### src/rtl/spw_pkg.sv
// Shared definitions for the SpaceWire transmit path: character codes,
// transmitter states and small character-building helpers.
package spw_pkg;

  typedef enum logic [1:0] {
    ST_OFF   = 2'd0,
    ST_IDLE  = 2'd1,
    ST_SHIFT = 2'd2
  } tx_state_e;

  // Control-character codes as {c1, c0}; c0 goes on the wire first.
  localparam logic [1:0] CODE_FCT = 2'b00;
  localparam logic [1:0] CODE_EOP = 2'b01;
  localparam logic [1:0] CODE_EEP = 2'b10;
  localparam logic [1:0] CODE_ESC = 2'b11;

  localparam int MAX_CREDIT_DEFAULT = 56;
  localparam int CHAR_W             = 14;  // longest unit: ESC + data (time code)

  // hist is the XOR of the previous character's payload bits.
  function automatic logic [3:0] ctrl_char(input logic [1:0] code, input logic hist);
    return {code, 1'b1, hist};
  endfunction

  function automatic logic [9:0] data_char(input logic [7:0] d, input logic hist);
    return {d, 1'b0, ~hist};
  endfunction

endpackage

### src/rtl/spw_ds_encoder.sv
// Bit-period divider and Data-Strobe line registers; requests a new bit
// every CLK_DIV cycles while shifting is enabled.
module spw_ds_encoder
  import spw_pkg::*;
#(
  parameter int CLK_DIV = 1
) (
  input  logic pclk,
  input  logic resetn,
  input  logic i_bit,
  input  logic i_bit_strobe,
  input  logic i_clear,
  output logic o_load,
  output logic o_dout,
  output logic o_sout
);

  logic [7:0] r_cnt;
  logic       r_dout;
  logic       r_sout;

  assign o_load = i_bit_strobe && (r_cnt == 8'd0);
  assign o_dout = r_dout;
  assign o_sout = r_sout;

  // NOTE: sequential state uses non-blocking assignments so every register
  // samples the pre-edge values of its neighbours.
  always_ff @(posedge pclk or negedge resetn) begin
    if (!resetn) begin
      r_cnt  <= '0;
      r_dout <= 1'b0;
      r_sout <= 1'b0;
    end else if (i_clear) begin
      r_cnt  <= '0;
      r_dout <= 1'b0;
      r_sout <= 1'b0;
    end else begin
      if (!i_bit_strobe || r_cnt == 8'(CLK_DIV - 1))
        r_cnt <= '0;
      else
        r_cnt <= r_cnt + 8'd1;
      // Strobe toggles exactly when data does not.
      if (o_load) begin
        r_dout <= i_bit;
        r_sout <= r_sout ^ ~(i_bit ^ r_dout);
      end
    end
  end

endmodule

### src/rtl/spw_tx_encoder.sv
// SpaceWire link transmitter: character selection, parity, credit and
// pending-FCT bookkeeping feeding the DS line encoder.
module spw_tx_encoder
  import spw_pkg::*;
#(
  parameter int CLK_DIV    = 1,
  parameter int MAX_CREDIT = MAX_CREDIT_DEFAULT
) (
  input  logic       pclk,
  input  logic       resetn,
  input  logic       enable_tx,
  input  logic       send_null_tx,
  input  logic       send_fct_tx,
  input  logic       gotfct_rx,
  input  logic       fct_req,
  input  logic       tx_valid,
  input  logic [8:0] tx_data,
  output logic       tx_ready,
  input  logic       tc_valid,
  input  logic [7:0] tc_data,
  output logic       tc_ready,
  output logic       dout,
  output logic       sout,
  output logic [5:0] credit,
  output logic       credit_error
);

  tx_state_e         r_state;
  logic [CHAR_W-1:0] r_shreg;
  logic [3:0]        r_len;
  logic              r_par;
  logic [5:0]        r_credit;
  logic [2:0]        r_pending;
  logic              r_credit_error;

  logic              w_load;
  logic              w_select;
  logic              w_sel_tc;
  logic              w_sel_fct;
  logic              w_sel_data;
  logic              w_take_fct;
  logic              w_over;
  logic [1:0]        w_eop_code;
  logic [CHAR_W-1:0] w_next_char;
  logic [3:0]        w_next_len;
  logic              w_next_par;
  logic [5:0]        w_credit_n;

  // A new character is chosen when leaving IDLE or while its predecessor's last bit goes out.
  assign w_select   = enable_tx && send_null_tx &&
                      ((r_state == ST_IDLE) ||
                       ((r_state == ST_SHIFT) && w_load && (r_len == 4'd1)));
  assign w_sel_tc   = send_fct_tx && tc_valid;
  assign w_sel_fct  = send_fct_tx && (r_pending != 3'd0) && !w_sel_tc;
  assign w_sel_data = send_fct_tx && tx_valid && (r_credit != 6'd0) && !w_sel_tc && !w_sel_fct;
  assign w_take_fct = w_select && w_sel_fct;
  assign tx_ready   = w_select && w_sel_data;
  assign tc_ready   = w_select && w_sel_tc;
  assign w_eop_code = tx_data[0] ? CODE_EEP : CODE_EOP;
  assign w_over     = gotfct_rx && (({1'b0, r_credit} + 7'd8) > 7'(MAX_CREDIT));

  // NOTE: every output of a combinational block gets a default first so no
  // path leaves it unassigned and infers a latch.
  always_comb begin
    w_next_char = '0;
    w_next_len  = 4'd8;
    w_next_par  = 1'b0;
    if (w_sel_tc) begin
      // The ESC payload has even parity, so the data half sees history 0.
      w_next_char = {data_char(tc_data, 1'b0), ctrl_char(CODE_ESC, r_par)};
      w_next_len  = 4'd14;
      w_next_par  = ^tc_data;
    end else if (w_sel_fct) begin
      w_next_char = {10'd0, ctrl_char(CODE_FCT, r_par)};
      w_next_len  = 4'd4;
    end else if (w_sel_data && tx_data[8]) begin
      w_next_char = {10'd0, ctrl_char(w_eop_code, r_par)};
      w_next_len  = 4'd4;
      w_next_par  = ^w_eop_code;
    end else if (w_sel_data) begin
      w_next_char = {4'd0, data_char(tx_data[7:0], r_par)};
      w_next_len  = 4'd10;
      w_next_par  = ^tx_data[7:0];
    end else begin
      w_next_char = {6'd0, ctrl_char(CODE_FCT, 1'b0), ctrl_char(CODE_ESC, r_par)};
    end
  end

  always_ff @(posedge pclk or negedge resetn) begin
    if (!resetn) begin
      r_state <= ST_OFF;
      r_shreg <= '0;
      r_len   <= '0;
      r_par   <= 1'b0;
    end else if (!enable_tx) begin
      r_state <= ST_OFF;
      r_shreg <= '0;
      r_len   <= '0;
      r_par   <= 1'b0;
    end else begin
      case (r_state)
        ST_OFF: r_state <= ST_IDLE;
        ST_IDLE: begin
          if (w_select) begin
            r_state <= ST_SHIFT;
            r_shreg <= w_next_char;
            r_len   <= w_next_len;
            r_par   <= w_next_par;
          end
        end
        ST_SHIFT: begin
          if (w_load) begin
            if (r_len == 4'd1) begin
              if (w_select) begin
                r_shreg <= w_next_char;
                r_len   <= w_next_len;
                r_par   <= w_next_par;
              end else begin
                r_state <= ST_IDLE;
                r_len   <= '0;
              end
            end else begin
              r_shreg <= r_shreg >> 1;
              r_len   <= r_len - 4'd1;
            end
          end
        end
        default: r_state <= ST_OFF;
      endcase
    end
  end

  always_comb begin
    w_credit_n = r_credit;
    if (gotfct_rx && !w_over) w_credit_n = w_credit_n + 6'd8;
    if (tx_ready)             w_credit_n = w_credit_n - 6'd1;
  end

  always_ff @(posedge pclk or negedge resetn) begin
    if (!resetn) begin
      r_credit       <= '0;
      r_credit_error <= 1'b0;
      r_pending      <= '0;
    end else if (!enable_tx) begin
      r_credit       <= '0;
      r_credit_error <= 1'b0;
      r_pending      <= '0;
    end else begin
      r_credit       <= w_credit_n;
      r_credit_error <= w_over;
      if (fct_req && !w_take_fct && r_pending != 3'd7)
        r_pending <= r_pending + 3'd1;
      else if (w_take_fct && !fct_req)
        r_pending <= r_pending - 3'd1;
    end
  end

  assign credit       = r_credit;
  assign credit_error = r_credit_error;

  spw_ds_encoder #(.CLK_DIV(CLK_DIV)) u_ds (
    .pclk        (pclk),
    .resetn      (resetn),
    .i_bit       (r_shreg[0]),
    .i_bit_strobe(r_state == ST_SHIFT),
    .i_clear     (!enable_tx),
    .o_load      (w_load),
    .o_dout      (dout),
    .o_sout      (sout)
  );

endmodule

### config.mk
export PLATFORM = sky130hd
export DESIGN_NAME = spw_tx_encoder
export DESIGN_NICKNAME = d
export VERILOG_FILES = /design/src/rtl/spw_pkg.sv /design/src/rtl/spw_ds_encoder.sv /design/src/rtl/spw_tx_encoder.sv
export SDC_FILE = /design/constraint.sdc
export NUM_CORES = 1
export LEC_CHECK = 0
export ABC_CLOCK_PERIOD_IN_PS = 4400
export BUFFER_PORTS_ARGS = -buffer_cell sky130_fd_sc_hd__clkbuf_2
export CAP_MARGIN = 20
export CORE_MARGIN = 2
export CORE_UTILIZATION = 60
export CTS_BUF_LIST = sky130_fd_sc_hd__clkbuf_8
export DETAILED_ROUTE_END_ITERATION = 16
export PLACE_DENSITY = 0.8
export SLEW_MARGIN = 20
export SYNTH_ARGS = -nofsm -noshare
export SYNTH_HDL_FRONTEND = slang
export SYNTH_HIERARCHICAL = 1
export SYNTH_SLANG_ARGS = --single-unit
### constraint.sdc
create_clock -name pclk -period 4.4 [get_ports pclk]
set_input_delay 0.22 -clock pclk [delete_from_list [all_inputs] [get_ports pclk]]
set_output_delay 0.22 -clock pclk [all_outputs]
set_load 0.02 [all_outputs]
Word-level counts from Yosys, hierarchy flattened
Cells that the tools add are included.

Register bits after elaboration: 41. Input port bits: 26. Output and inout port bits: 11. Logic and storage cells: 121.

Add/subtract/negate cells: 7. $lt $le $gt $ge: 1. Eq/ne operators: 11. Multiplexer cells: 48. Bitwise logic cells: 4. Reduce and logical (&&, ||, !) cells: 40.

Operator list (count): $mux W14 (5); $mux W4 (8); $mux W10 (3); $pmux W14 S2 (1); $logic_and A1 B1 Y1 (21); $mux W6 (3); $mux W8 (2); $reduce_xor A8 Y1 (2); $ne A3 B3 Y1 const B (5); $mux W2 (7); $mux W1 (13); $mux W3 (3); $add A8 B1 Y8 const B (1); $logic_not A8 Y1 (1); $pmux W4 S2 (1); $add A6 B4 Y7 const B (1); $gt A7 B6 Y1 const B (1); $add A6 B4 Y6 const B (1); $logic_not A1 Y1 (6); $ne A3 B1 Y1 const B (2); $pmux W2 S3 (1); $reduce_and A3 Y1 (2); $reduce_bool A6 Y1 (1); $sub A6 B1 Y6 const B (1); 16 further kinds (19).

Depth between registers and ports, before layout
Gate-level depths: netlist of the first run.

Depth after elaboration: 14. Depth in mapped cells: 10. Depth with buffers taken out: 10.

Cells and area by module
Netlist of the first run, hierarchy kept.

By module, submodules not included: spw_tx_encoder (instances 1, cells each 274, area each 2428.6 um^2, sequential area each 775.7 um^2); spw_ds_encoder (instances 1, cells each 53, area each 521.8 um^2, sequential area each 250.2 um^2).

Worst setup path before layout of the first run
Ideal clock, no wire load.

Kind: reg2reg. Start: register u_ds.r_cnt[0]. End: register r_pending[2]. Library setup time: 0.079 ns. Arrival time: 2.874 ns. Data required time: 4.321 ns. Slack: 1.447 ns. Stages on the path, launching flop included: 11. Path buffers: 0. Clock period less this slack: 2.953 ns. Cell sequence: dfrtp_1 inv_1 ha_1 or4b_4 nor3_1 and4bb_2 a21oi_4 o311a_1 fa_1 mux2i_1 mux2i_1.

Word-level cells in the longest chain between the ends: 12. Elaborated cells on any way between the ends: 14. Classes of those cells: 1 x eq/ne; 2 x mux; 11 x reduce/logical.

RTL lines: start, declared (RTL line spw_ds_encoder.sv:18) `logic [7:0] r_cnt;`; start signal, assigned (RTL line spw_ds_encoder.sv:41) `r_cnt <= r_cnt + 8'd1;`; $logic_not A8 Y1 (*) (RTL line spw_ds_encoder.sv:22) `assign o_load = i_bit_strobe && (r_cnt == 8'd0);`; $logic_and A1 B1 Y1 (*) (RTL line spw_ds_encoder.sv:22); named net w_load (RTL line spw_tx_encoder.sv:36) `logic w_load;`; $logic_and A1 B1 Y1 (*) (2 in a row) (RTL line spw_tx_encoder.sv:52) `((r_state == ST_SHIFT) && w_load && (r_len == 4'd1)));`; $logic_or A1 B1 Y1 (*) (RTL line spw_tx_encoder.sv:51) `((r_state == ST_IDLE) ||`; $logic_and A1 B1 Y1 (*) (RTL line spw_tx_encoder.sv:50) `assign w_select = enable_tx && send_null_tx &&`; $logic_and A1 B1 Y1 (*) (RTL line spw_tx_encoder.sv:56) `assign w_take_fct = w_select && w_sel_fct;`; $logic_not A1 Y1 (RTL line spw_tx_encoder.sv:151) `if (fct_req && !w_take_fct && r_pending != 3'd7)`; $logic_and A1 B1 Y1 (2 in a row) (RTL line spw_tx_encoder.sv:151); $mux W3 (RTL line spw_tx_encoder.sv:151); $mux W3 (RTL line spw_tx_encoder.sv:144) `end else if (!enable_tx) begin`; end signal, assigned (RTL line spw_tx_encoder.sv:152) `r_pending <= r_pending + 3'd1;`; end signal, assigned (RTL line spw_tx_encoder.sv:154) `r_pending <= r_pending - 3'd1;`; end, declared (RTL line spw_tx_encoder.sv:33) `logic [2:0] r_pending;`.

Mark *: on every way through the listed nets, which the timed path passes. The rest lies on a longest branch. A chain may end at the register's enable or synchronous reset.

Worst setup path in the final report of the first run
Same ends and word-level chain as after synthesis.

==> results of run 1 <==
## cells in the mapped netlist, types with 3 or more instances
| cell type | number |
|---|---|
| nand2b_1 | 6 |
| o41ai_1 | 4 |
| nand3_1 | 20 |
| a22oi_1 | 4 |
| ha_1 | 7 |
| dfrtp_1 | 41 |
| or4b_4 | 3 |
| nor4_2 | 3 |
| clkbuf_1 | 4 |
| a21oi_1 | 16 |
| xor2_1 | 6 |
| nor2b_1 | 3 |
| xnor2_1 | 15 |
| o211a_1 | 4 |
| nand2_1 | 29 |
| a22o_1 | 4 |
| nor3_1 | 9 |
| nand4_1 | 7 |
| or3_1 | 4 |
| buf_2 | 3 |
| o311a_1 | 3 |
| a31oi_1 | 5 |
| mux2i_1 | 5 |
| o21ai_0 | 18 |
| inv_1 | 19 |
| nor2_1 | 23 |
## worst paths after layout
check / slack [ns] / start / endpoint / depth (start not counted)
worst max-delay path: 1.02 / u_ds/r_cnt[0] / r_pending[2] / 10
worst min-delay path: 0.04 / resetn / u_ds/r_cnt[6] / 1
worst max register to register: 1.02 / u_ds/r_cnt[0] / r_pending[2] / 10
worst min register to register: 0.52 / r_shreg[13] / r_shreg[13] / 1
max in group asynchronous: 3.78 / resetn / r_len[1] / 1
min in group pclk: 0.17 / gotfct_rx / credit_error / 3
## metal layers
metal  vias up  part of all wire, %  wire (µm)  GRT usage [%]
li1       1271                    -          -              -
met5         -                    0          0              0
met4         0                 0.89         58           6.87
met1      1293                   44       2870           35.5
met2        74                   49       3210           43.8
met3         7                  5.8        376           4.74
## placed cells by master, fill, tap and decap left out, types with 3 or more instances in the layout
cell type and count:
nand3_1 20, clkbuf_2 35, or3_1 4, a22oi_1 4, a31oi_1 5, xor2_1 6, nand2b_1 6, nand2_1 29
o41ai_1 4, mux2i_1 5, nor2b_1 3, nor4_2 3, ha_1 7, a22o_1 4, nor3_1 9, o21ai_0 18
nor2_1 23, xnor2_1 15, or4b_4 3, o211a_1 4, a21oi_1 16, nand4_1 7, inv_1 19, clkbuf_8 6
dfrtp_1 41, o311a_1 3
## power breakdown
| part | switching (mW) | total (mW) | leakage, nW | internal, mW |
|---|---|---|---|---|
| Clock | 0.136 | 0.320 | 0.0574 | 0.184 |
| Combinational | 0.116 | 0.201 | 0.813 | 0.0843 |
| Sequential | 0.0253 | 0.421 | 0.561 | 0.396 |
## area by class of cell
cell class / count / area [µm²] / share of cell area, %
Tap cell: 67 / 83.8 / 2.56
Timing Repair Buffer: 37 / 188 / 5.73
Clock inverter: 2 / 37.5 / 1.15
Sequential cell: 41 / 1030 / 31.3
Inverter: 20 / 75.1 / 2.29
Clock buffer: 6 / 82.6 / 2.52
Multi-Input combinational cell: 255 / 1780 / 54.4
## cell families after synthesis
kind of cell / count (synthesis)
flip-flops: 41
buffers and inverters: 31
multiplexers: 7
adder cells (fa/ha/maj): 8
AO/OA/AOI/OAI: 89
XOR/XNOR: 21
AND/OR/NAND/NOR: 130
## sequential cells by signal, indices dropped and copies added, names as in the netlist
register,cells
r_pending,3
u_ds/o_sout,1
r_shreg,14
r_len,4
credit,6
u_ds/o_dout,1
r_par,1
r_state,2
u_ds/r_cnt,8
credit_error,1
==> results by group, run 1 <==
Outcome
  – Status: complete, no violations

Placement
  – DPL Wire Length: between 4 and 5 mm
  – Port bufs: 36
  – Dpl cell area: 3160 µm²
  – Placed Cells: 420
  – Setup slack at placement: roughly 1.1 ns
  – Placer Congestion: roughly 0.85

STA
  – Hold slack: a little under 0.04 ns
  – Final worst slack: between 1 and 1.5 ns
  – Hold violation count in the final report: 0
  – Slew margin rel.: between 30 and 40%
  – Worst Max-Slew Pin Slew: 0.909 ns
  – Slew Limit Fails: 0
  – Final Skew: about 0.0066 ns
  – Fin crit period: 3.38 ns
  – Final setup fails: 0
  – Max Freq: 0.296 GHz
  – Final worst-path cycle share: about three quarters
  – Final setup TNS: 0 ns
  – RSZ-0062 raised after global routing: false

Route
  – Antenna Nets Post-Route: 0
  – Starting DRC count in detailed routing: between 200 and 250
  – # DRC: 0
  – Via count: between 2,000 and 3,000
  – First-pass iteration count of the detailed router: 4
  – Drt via density: around 6
  – Drt wl/cell: approximately 15 µm
  – WL final: 6.51 mm

Power
  – Worst vdd ir: about 0.00021 V
  – Static Leak: 1.43 nW
  – Overall power: between 0.9 and 1 mW
  – PD cells: between 200 and 300 nW/µm²

Logic synthesis
  – Synth Area in Adders: 3.65%
  – Leading area contributor after synthesis: dfrtp_1
  – Synth Warn #: 6
  – Asr flop ratio synth: between 90% and 100%
  – Synth unique cells: 76
  – Post-Synthesis Cell Area: just under 3000 µm²
  – Post-Synth XOR/XNOR Area: 6.23%
  – Synthesized flop and latch total: 41
  – Fraction of the mapped netlist area in compound gates: 22.5%
  – Top FF cell, synth: dfrtp_1
  – Area share of the largest cell type after synthesis: 34.8%
  – Sequential-to-total area share from yosys stat: roughly a third
  – Mux cell area share after synthesis: between 2 and 2.5%
  – Largest cells by area after synthesis: dfrtp_1 35%, xnor2_1 4.5%, nand2_1 3.7%
  – Post-synthesis simple-gate area fraction: approximately a quarter
  – Largest family of logic cells by synthesized area: simple AND/OR/NAND/NOR gates
  – Post-Syn Instances: roughly 330
  – Synth Area per Inst: approximately 9 µm²
  – Post-Syn Nets: between 300 and 400
  – Post-synth EDFFs: 0

Cells and area
  – Nets: roughly 400
  – Number of fill cells: approximately 400
  – Post-Layout Cell Count: ~430
  – Layout cell share with drive strength beyond 1: ~22%
  – Post-route cell area: around 3300 µm²
  – Ant diodes: 0
  – Area delta synth->final: 11.0%
  – Final Core Density: between 60% and 70%

CTS
  – TritonCTS clock tree: built
  – Hold-fix buffers, CTS: 0
  – Setup Fix Bufs, Post-CTS: 0
  – # resized after CTS: 0
  – Clock sinks: between 40 and 50
  – Clk slew on worst S/H paths: about 0.080 ns
  – Maximum clock path buffer count: 2
  – Clock Root Buffer: clkbuf_8
  – H-Tree Depth: 2
  – Worst-Skew Late Latency: roughly 0.3 ns
  – Inserted Clock Buffers: 5

Setup path
  – Crit-path slowest cell: or4b_4
  – Worst Path Arrival: approximately 3.6 ns
  – WP buf/inv: 1
  – Worst path max stage delay: approximately 0.48 ns
  – WP data required: roughly 4.6 ns
  – Setup crit end kind: flip-flop
  – Crit Path Max Fanout: 14
  – Most used cell, CP: mux2i_1
  – CP delay by family, top: simple AND/OR/NAND/NOR gates
  – Setup CP Type: flip-flop to flip-flop
  – Worst Setup Start Kind: flip-flop
  – CP Cell Sequence: inv_1 > ha_1 > or4b_4 > nor3_1 > and4bb_2 > a21oi_4 > o311a_1 > fa_1 > mux2i_1 > mux2i_1

Floorplanning
  – Die extent in x: roughly 74 µm
  – Die ar.: around 5500 µm²
  – Core region area: about 4700 µm²
  – Die height: 74.1 µm
  – Starting density of the core: between 60% and 70%
  – # IOs: 37
  – # rows: 25

Hold path
  – HP Class: input pin to asynchronous set/reset pin

GRT
  – First-pass GRT wire length: around 11 mm
  – Largest net degree at the start of global routing: 42
  – Initial antenna violation count: 0
  – GRT overflow: 0
  – GRT Overall Usage: between 20% and 30%
  – Vias in the first global route: approximately 2,500

Flow run
  – Maxcap violations: 0
Power figures use the tool's default switching activity.
==> run 2: changes to the inputs <==
--- a/config.mk
+++ b/config.mk
@@ -5,7 +5,7 @@
 export SDC_FILE = /design/constraint.sdc
 export NUM_CORES = 1
 export LEC_CHECK = 0
-export ABC_CLOCK_PERIOD_IN_PS = 4400
+export ABC_CLOCK_PERIOD_IN_PS = 3200
 export BUFFER_PORTS_ARGS = -buffer_cell sky130_fd_sc_hd__clkbuf_2
 export CAP_MARGIN = 20
 export CORE_MARGIN = 2
==> constraint.sdc (replaced) <==
create_clock -name pclk -period 3.2 [get_ports pclk]
set_input_delay 0.16 -clock pclk [delete_from_list [all_inputs] [get_ports pclk]]
set_output_delay 0.16 -clock pclk [all_outputs]
set_load 0.02 [all_outputs]
==> run 2 against run 1 <==
Effect of this change: the run now ends with hold timing left; via count shrank 0.30%; critical endpoint is now tx_ready; clock skew grew 0.0041 ns; non-clock buffer count grew 4; cell area grew 1.1%; sequential power grew 38%; die area is the same.
==> results by group, run 2 (synthesis gave the netlist of run 1 again) <==
Cells and area
  – Number of fill cells: 389
  – Nets: between 300 and 400
  – Area delta synth->final: 12.2%
  – Post-Layout Cell Count: between 400 and 500
  – Largest Register: r_shreg
  – Register area: between 1000 and 1500 µm²
  – Final Core Density: 70.1%
  – Max FFs per register: 14
  – Layout cell share with drive strength beyond 1: between 20% and 30%
  – Most common cell after layout, fill and taps aside: dfrtp_1
  – Ant diodes: 0
  – Multi-input gate area: around 1800 µm²
  – Commonest cells after routing, fill and taps aside: 41 x dfrtp_1, 35 x clkbuf_2, 29 x nand2_1

Floorplanning
  – Die ar.: around 5500 µm²
  – # IOs: 37
  – Starting density of the core: 62.5%
  – Die extent in x: approximately 74 µm
  – Die height: 74.1 µm
  – # rows: 25
  – Core region area: 4720 µm²

Route
  – # DRC: 0
  – Via count: approximately 2,600
  – First-pass iteration count of the detailed router: 4
  – Antenna Nets Post-Route: 0
  – WL final: 6.68 mm
  – Drt via density: roughly 6.1
  – Drt wl/cell: between 15 and 20 µm
  – Starting DRC count in detailed routing: 173

GRT
  – Initial antenna violation count: 0
  – Largest net degree at the start of global routing: between 40 and 50
  – Met1 GRT Util: 36.9%
  – Vias in the first global route: around 2,400
  – First-pass GRT wire length: between 10 and 15 mm
  – Grt met3 use: under 10%
  – GRT busiest layer: met2
  – GRT overflow: 0
  – GRT Overall Usage: 25.8%
  – GR Util met2: about two fifths

CTS
  – Hold-fix buffers, CTS: 0
  – Inserted Clock Buffers: 5
  – Worst-Skew Late Latency: 0.30 ns
  – Clk slew on worst S/H paths: ~0.080 ns
  – H-Tree Depth: 2
  – TritonCTS clock tree: built
  – Setup Fix Bufs, Post-CTS: 0
  – Clock Root Buffer: clkbuf_8
  – Clock sinks: 41
  – Maximum clock path buffer count: 2
  – # resized after CTS: 0

Setup path
  – Worst Setup Start Kind: flip-flop
  – Crit-path slowest cell: or4b_4
  – Setup CP Type: flip-flop to output pin
  – WP data required: about 3 ns
  – Setup crit end kind: output pin
  – Worst Path Arrival: 2.82 ns
  – Worst path max stage delay: about 0.48 ns
  – CP Cell Sequence: inv_1 > ha_1 > or4b_4 > nor3_2 > and4bb_2 > a21oi_4 > buf_4 > nor3_2 > clkbuf_2
  – Crit Path Max Fanout: 13
  – Most used cell, CP: nor3_2
  – WP buf/inv: 3
  – CP delay by family, top: simple AND/OR/NAND/NOR gates

STA
  – Worst Max-Slew Pin Slew: around 0.93 ns
  – Final worst-path cycle share: approximately 93%
  – Max Freq: approximately 0.34 GHz
  – Hold violation count in the final report: 10
  – Final setup fails: 0
  – Hold slack: -0.00884 ns
  – Fin crit period: about 3 ns
  – Slew Limit Fails: 0
  – Final setup TNS: 0 ns
  – Slew margin rel.: about two fifths
  – Final worst slack: roughly 0.22 ns
  – RSZ-0062 raised after global routing: false
  – Final Skew: roughly 0.011 ns

Placement
  – Placed Cells: approximately 420
  – Port bufs: 36
  – Placer Congestion: 0.924
  – DPL Wire Length: ~4.8 mm
  – Setup slack at placement: roughly 0.22 ns

Outcome
  – Failing checks: hold timing
  – Status: finished with violations

Power
  – PD cells: approximately 400 nW/µm²
  – Worst vdd ir: 0.000216 V
  – Static Leak: around 1.5 nW

Hold path
  – HP Class: input pin to asynchronous set/reset pin

Flow run
  – Maxcap violations: 0
## run 2: area by class of cell
class	count	share of cell area, %
inverters	20	2.27
repair buffers	41	6.58
flip-flops and latches	41	31.0
multi-input cells	255	54.0
clock inverters	2	1.13
clock buffers	6	2.49
well taps	67	2.53
## run 2: final timing paths
| check | endpoint | cells past startpoint | slack [ns] | start |
|---|---|---|---|---|
| worst min register to register | r_shreg[2] | 2 | 0.52 | r_shreg[3] |
| max in group asynchronous | credit_error | 1 | 2.62 | resetn |
| worst min-delay path | u_ds/r_cnt[6] | 1 | -0.009 | resetn |
| min in group pclk | r_shreg[13] | 2 | 0.12 | tc_data[7] |
| worst max-delay path | tx_ready | 9 | 0.22 | u_ds/r_cnt[0] |
| worst max register to register | r_pending[2] | 10 | 0.24 | u_ds/r_cnt[0] |
## run 2: worst register-to-register path: cells and delay by family, from the launching register on
family | cells | cell delay (ns)
and+or+nand+nor | 3 | 1.05
DFF | 1 | 0.44
adders and majority gates | 2 | 0.52
muxes | 2 | 0.37
buffers and inverters | 1 | 0.08
AOI/OAI and AO/OA | 2 | 0.43
## run 2: layer usage
layer,up-vias,part of all wire (%)
met5,-,0
met3,8,4.0
met2,67,47
li1,1280,-
met1,1282,47
met4,0,1.2
## run 2: through the flow
step / area [µm²] / power, mW
finish: 3310 / 1.30
global route: 3310 / 1.37
CTS: 3310 / 1.31
detailed placement: 3190 / 0.870
global placement: 3190 / 0.862
floorplan: 2950 / 0.783
## run 2: report_power, final
| part | switching [mW] | leakage [nW] | total, mW | internal [mW] |
|---|---|---|---|---|
| clock | 0.189 | 0.0574 | 0.443 | 0.254 |
| combinational | 0.164 | 0.834 | 0.283 | 0.119 |
| sequential | 0.0350 | 0.561 | 0.579 | 0.544 |
